--- src/rtl/muldiv_unit.sv ---
// Iterative RISC-V M-extension multiply/divide: shift-add multiply, restoring divide, one bit per cycle.
// Optional build macro MULDIV_FAST_PATH_EN: trivial cases (div by zero, signed overflow, multiply by zero) finish on the start edge.
module muldiv_unit #(
   parameter int XLEN  = 32,
   parameter int CNT_W = $clog2(XLEN + 1)
) (
   input  logic            clk,
   input  logic            reset,
   input  logic            start,
   input  logic [2:0]      funct3,
   input  logic [XLEN-1:0] op_a,
   input  logic [XLEN-1:0] op_b,
   output logic            busy,
   output logic            done,
   output logic [XLEN-1:0] result
);

   typedef enum logic [1:0] {S_IDLE = 2'd0, S_RUN = 2'd1, S_FIN = 2'd2} state_t;

   localparam logic [XLEN-1:0] MIN_NEG = {1'b1, {(XLEN-1){1'b0}}};

   state_t            r_state, w_next;
   logic [2:0]        r_op;
   logic [XLEN-1:0]   r_a, r_m, r_hi, r_lo, r_result;
   logic              r_sa, r_sb, r_div0, r_done;
   logic [CNT_W-1:0]  r_cnt;

   logic              w_sa, w_sb, w_fast;
   logic [XLEN-1:0]   w_mag_a, w_mag_b, w_fin_res;
   logic [XLEN:0]     w_add, w_trial, w_diff;
   logic [2*XLEN-1:0] w_prod, w_prod_c;
   logic [XLEN-1:0]   w_quo_c, w_rem_c;

   // Only MULH/MULHSU/DIV/REM treat op_a as signed; MULHSU leaves op_b unsigned.
   assign w_sa    = op_a[XLEN-1] & (funct3 == 3'b001 || funct3 == 3'b010 ||
                                    funct3 == 3'b100 || funct3 == 3'b110);
   assign w_sb    = op_b[XLEN-1] & (funct3 == 3'b001 || funct3 == 3'b100 || funct3 == 3'b110);
   assign w_mag_a = w_sa ? -op_a : op_a;
   assign w_mag_b = w_sb ? -op_b : op_b;

`ifdef MULDIV_FAST_PATH_EN
   logic            w_div_zero_in, w_ovf_in, w_mul_zero_in;
   logic [XLEN-1:0] w_fast_res;
   assign w_div_zero_in = funct3[2] && (op_b == '0);
   assign w_ovf_in      = (funct3 == 3'b100 || funct3 == 3'b110) && (op_a == MIN_NEG) && (op_b == '1);
   assign w_mul_zero_in = !funct3[2] && (op_a == '0 || op_b == '0);
   assign w_fast        = w_div_zero_in | w_ovf_in | w_mul_zero_in;
   always_comb begin
      w_fast_res = '0;
      if (w_div_zero_in)  w_fast_res = funct3[1] ? op_a : '1;
      else if (w_ovf_in)  w_fast_res = funct3[1] ? '0 : op_a;
   end
`else
   assign w_fast = 1'b0;
`endif

   // Working pair {r_hi, r_lo}: product during multiply, {remainder, quotient} during divide.
   assign w_add    = {1'b0, r_hi} + (r_lo[0] ? {1'b0, r_m} : '0);
   assign w_trial  = {r_hi, r_lo[XLEN-1]};
   assign w_diff   = w_trial - {1'b0, r_m};
   assign w_prod   = {r_hi, r_lo};
   assign w_prod_c = (r_sa ^ r_sb) ? -w_prod : w_prod;
   assign w_quo_c  = (r_sa ^ r_sb) ? -r_lo : r_lo;
   assign w_rem_c  = r_sa ? -r_hi : r_hi;

   always_ff @(posedge clk or posedge reset) begin
      if (reset) r_state <= S_IDLE;
      else       r_state <= w_next;
   end

   always_comb begin
      w_next = r_state;
      case (r_state)
         S_IDLE:  if (start && !w_fast) w_next = S_RUN;
         S_RUN:   if (r_cnt == CNT_W'(XLEN - 1)) w_next = S_FIN;
         S_FIN:   w_next = S_IDLE;
         default: w_next = S_IDLE;
      endcase
   end

   always_comb begin
      busy      = (r_state != S_IDLE);
      w_fin_res = '0;
      case (r_op)
         3'b000:                 w_fin_res = w_prod_c[XLEN-1:0];
         3'b001, 3'b010, 3'b011: w_fin_res = w_prod_c[2*XLEN-1:XLEN];
         3'b100, 3'b101:         w_fin_res = r_div0 ? '1 : w_quo_c;
         default:                w_fin_res = r_div0 ? r_a : w_rem_c;
      endcase
   end

   always_ff @(posedge clk or posedge reset) begin
      if (reset) begin
         r_op     <= '0;
         r_a      <= '0;
         r_m      <= '0;
         r_hi     <= '0;
         r_lo     <= '0;
         r_sa     <= 1'b0;
         r_sb     <= 1'b0;
         r_div0   <= 1'b0;
         r_cnt    <= '0;
         r_result <= '0;
         r_done   <= 1'b0;
      end else begin
         r_done <= 1'b0;
         case (r_state)
            S_IDLE: if (start) begin
`ifdef MULDIV_FAST_PATH_EN
               if (w_fast) begin
                  r_result <= w_fast_res;
                  r_done   <= 1'b1;
               end else
`endif
               begin
                  r_op   <= funct3;
                  r_a    <= op_a;
                  r_sa   <= w_sa;
                  r_sb   <= w_sb;
                  r_div0 <= (op_b == '0);
                  r_cnt  <= '0;
                  r_hi   <= '0;
                  r_m    <= funct3[2] ? w_mag_b : w_mag_a;
                  r_lo   <= funct3[2] ? w_mag_a : w_mag_b;
               end
            end
            S_RUN: begin
               r_cnt <= r_cnt + CNT_W'(1);
               if (r_op[2]) begin
                  r_hi <= w_diff[XLEN] ? w_trial[XLEN-1:0] : w_diff[XLEN-1:0];
                  r_lo <= {r_lo[XLEN-2:0], ~w_diff[XLEN]};
               end else begin
                  r_hi <= w_add[XLEN:1];
                  r_lo <= {w_add[0], r_lo[XLEN-1:1]};
               end
            end
            S_FIN: begin
               r_result <= w_fin_res;
               r_done   <= 1'b1;
            end
            default: ;
         endcase
      end
   end

   assign done   = r_done;
   assign result = r_result;

endmodule

--- config.mk ---
export PLATFORM = sky130hd
export DESIGN_NAME = muldiv_unit
export DESIGN_NICKNAME = d
export VERILOG_FILES = /design/src/rtl/muldiv_unit.sv
export SDC_FILE = /design/constraint.sdc
export NUM_CORES = 1
export LEC_CHECK = 0
export CORE_ASPECT_RATIO = 2
export CORE_UTILIZATION = 58
export CTS_CLUSTER_SIZE = 28
export DETAILED_ROUTE_END_ITERATION = 10
export PLACE_DENSITY_LB_ADDON = 0.3
export SKIP_CTS_REPAIR_TIMING = 1
export SLEW_MARGIN = 20
export SYNTH_ARGS = -nofsm -noshare
export SYNTH_HDL_FRONTEND = slang
export SYNTH_SLANG_ARGS = --single-unit
--- constraint.sdc ---
create_clock -name clk -period 7.8 [get_ports clk]
set_input_delay 2.34 -clock clk [delete_from_list [all_inputs] [get_ports clk]]
set_output_delay 2.34 -clock clk [all_outputs]
set_load 0.005 [all_outputs]
==> summary.txt <==
Timing
  • RSZ-0062 raised after global routing: false
  • Rel. slew slack: 23.1%
  • TNS Setup: 0 ns
  • FMAX: approximately 200 MHz
  • Final Max Tran Viols: 0
  • Final hold violation count: 0
  • Worst clock skew: about 0.014 ns
  • Final clock period utilization by the worst path: 63.2%
  • Actual slew at the worst max-slew pin: roughly 1.2 ns
  • Final setup violation count: 0
  • Min cycle time layout: around 5 ns

Pwr
  • Cell Pwr Density: 444 nW/um^2
  • Leak: 7.26 nW
  • Peak supply drop: 0.000296 V

Global route
  • Overflow after GRT: 0
  • Vias in the first global route: 16100
  • First-pass GRT wire length: 96200 um
  • Gr usage total: 46.2%
  • Pin count of the biggest net entering global routing: 120
  • Initial antenna violation count: 0

Yosys
  • Sequential area share after synthesis: 27.5%
  • EDFF count, synth: 0
  • Cells after synthesis: 2086
  • Area share of the largest cell type after synthesis: 27.5%
  • Ranking of synthesized cells by area: dfrtp_1, xnor2_1, nand2_1
  • Leading area contributor after synthesis: dfrtp_1
  • Most frequent cell after synthesis: nand2_1
  • Synth cell types: 85
  • Synthesis-stage register bit count: 175
  • Most used DFF post-synth: dfrtp_1
  • Post-Syn Nets: 2227
  • YS warnings: 0
  • Fraction of registers with async set/reset: between 90% and 100%
  • Avg Inst Size Synth: 7.62 um^2
  • Cell Area, Synth: 15900 um^2
  • Synth top cells by count: nand2_1, nor2_1, a21oi_1

Floorplan
  • Total die area: 28100 um^2
  • Die height: about 240 um
  • CORE AREA: 26900 um^2
  • Num rows: 85
  • Width of the die: around 120 um
  • # IOs: roughly 100
  • Initial Utilization: 59.1%

CTS
  • Clock transition at path regs: 0.08 ns
  • Clk_lat worst skew: 0.47 ns
  • Inserted Clock Buffers: 17
  • Root Buffer: clkbuf_16
  • TritonCTS clock tree: yes
  • H-Tree Depth: 4
  • Clk buf depth: 2
  • Clock sinks: 175

Detailed routing
  • DR pass1 iterations: 6
  • Initial DRC Count: 1963
  • Drt drc: 0
  • Routed vias/inst: approximately 7
  • Post-DRT Antenna Nets: 0
  • Post-Route WL: 63700 um
  • Via Count: roughly 17000
  • WL per Instance: 26.0 um

Place
  • Final HPWL DP: approximately 48000 um
  • GP Congestion: 1.08
  • Buffers on Ports: 103

Critical path
  • Required @ worst endpoint: 8.13 ns
  • Worst EP arrival: around 5.3 ns
  • Startpoint Class: input pin
  • CP Class: input pin to flip-flop
  • Peak fanout along the critical path: 5
  • CP Capture Type: flip-flop

Final layout
  • Share of cells above drive strength 1: 4.67%
  • Nets: 2226
  • # fillers: 2447
  • Utilization after layout: ~66%
  • Area growth syn-to-layout: 11.0%

Job
  • Maximum Capacitance Violations: 0

Outcome
  • Status: completed

Hold path
  • Worst hold-check path type: flip-flop to flip-flop
## report_power, final
group	switching, mW	total, mW	internal (mW)	leakage (nW)
sequential	0.691	1.89	1.20	2.07
clock	0.447	0.910	0.463	0.302
combinational	3.06	5.03	1.97	4.89
## layer usage
metal	part of all wire [%]	global-route usage, %
met3	7.7	9.99
met5	0	0.357
met4	13	48.9
met1	32	46.5
met2	47	75.4
## through the flow
step	hold WS (ns)	setup WS, ns	area (um^2)	total power, mW	instances
6_report	0.481	2.87	17600	7.83	2449
3_3_place_gp	0.462	2.58	17000	6.55	2414
5_1_grt	0.500	2.70	17600	8.26	2446
2_1_floorplan	0.436	0.715	15900	5.25	2086
3_5_place_dp	0.467	2.53	17000	6.66	2414
4_1_cts	0.481	3.00	17600	7.58	2446
## flip-flops by register name (all words and copies together), names as in the netlist
register / flops
r_sa: 1
r_a: 32
r_div0: 1
r_state: 2
result: 32
r_cnt: 6
r_op: 3
r_sb: 1
r_hi: 32
r_m: 32
r_lo: 32
done: 1
## critical path, cell delays in order
cell,delay (ns)
clkdlybuf4s50_1,0.50
or4_1,0.60
nor4_1,0.39
nand2b_1,0.21
nor3_2,0.43
a21oi_1,0.16
xnor2_1,0.31
nand2_1,0.09
o211ai_1,0.12
o211ai_1,0.11
## area by class of cell
class	instances	area [um^2]	share of cell area, %
multi-input cells	1690	10700	60.7
flip-flops and latches	175	4380	24.8
clock inverters	15	186	1.06
inverters	74	283	1.60
well taps	348	435	2.47
diodes	3	7.51	0.0426
clock buffers	17	425	2.41
repair buffers	127	1220	6.91
## path summary, 6_finish.rpt
path | startpoint | end | slack, ns | cells past startpoint
worst max-delay path | op_a[9] | r_lo[30] | 2.87 | 10
worst min-delay path | r_cnt[5] | r_cnt[5] | 0.48 | 1
worst max register to register | r_hi[0] | r_hi[29] | 3.19 | 12
worst min register to register | r_cnt[5] | r_cnt[5] | 0.48 | 1
max in group asynchronous | reset | r_m[11] | 4.40 | 3
min in group asynchronous | reset | result[5] | 2.32 | 2
## placed cells by master (no fill, tap or decap), types with 20 or more instances in the layout
cell type        synthesis  layout
inv_1                   72      71
o21ai_0                116     116
nor3_1                  36      36
a221oi_1                20      20
a21o_1                  24      24
a31oi_1                 32      32
xor2_1                  81      80
o21ai_1                 72      72
ha_1                    69      69
nand3_1                 28      28
a21oi_1                194     194
buf_4                    0      23
o211ai_1                27      27
clkdlybuf4s50_1          0     102
nor2_1                 206     205
xnor2_1                119     118
o31ai_1                 30      30
mux2i_1                 66      66
nand2_1                272     271
a211oi_1                45      45
dfrtp_1                175     174
## kinds of logic (layout without fill, tap and decap cells)
family          Yosys count  in the layout  share of synthesized area (%)
compound gates          668            668                           26.3
xor+xnor                201            201                           11.2
fa+ha+maj                71             71                           5.68
buf+inv                 221            233                           5.36
flops                   175            175                           27.5
mux                      73             73                           4.65
other cells               0              3                              0
simple gates            677            677                           19.3
No activity file was read; power rests on OpenSTA's default activity.
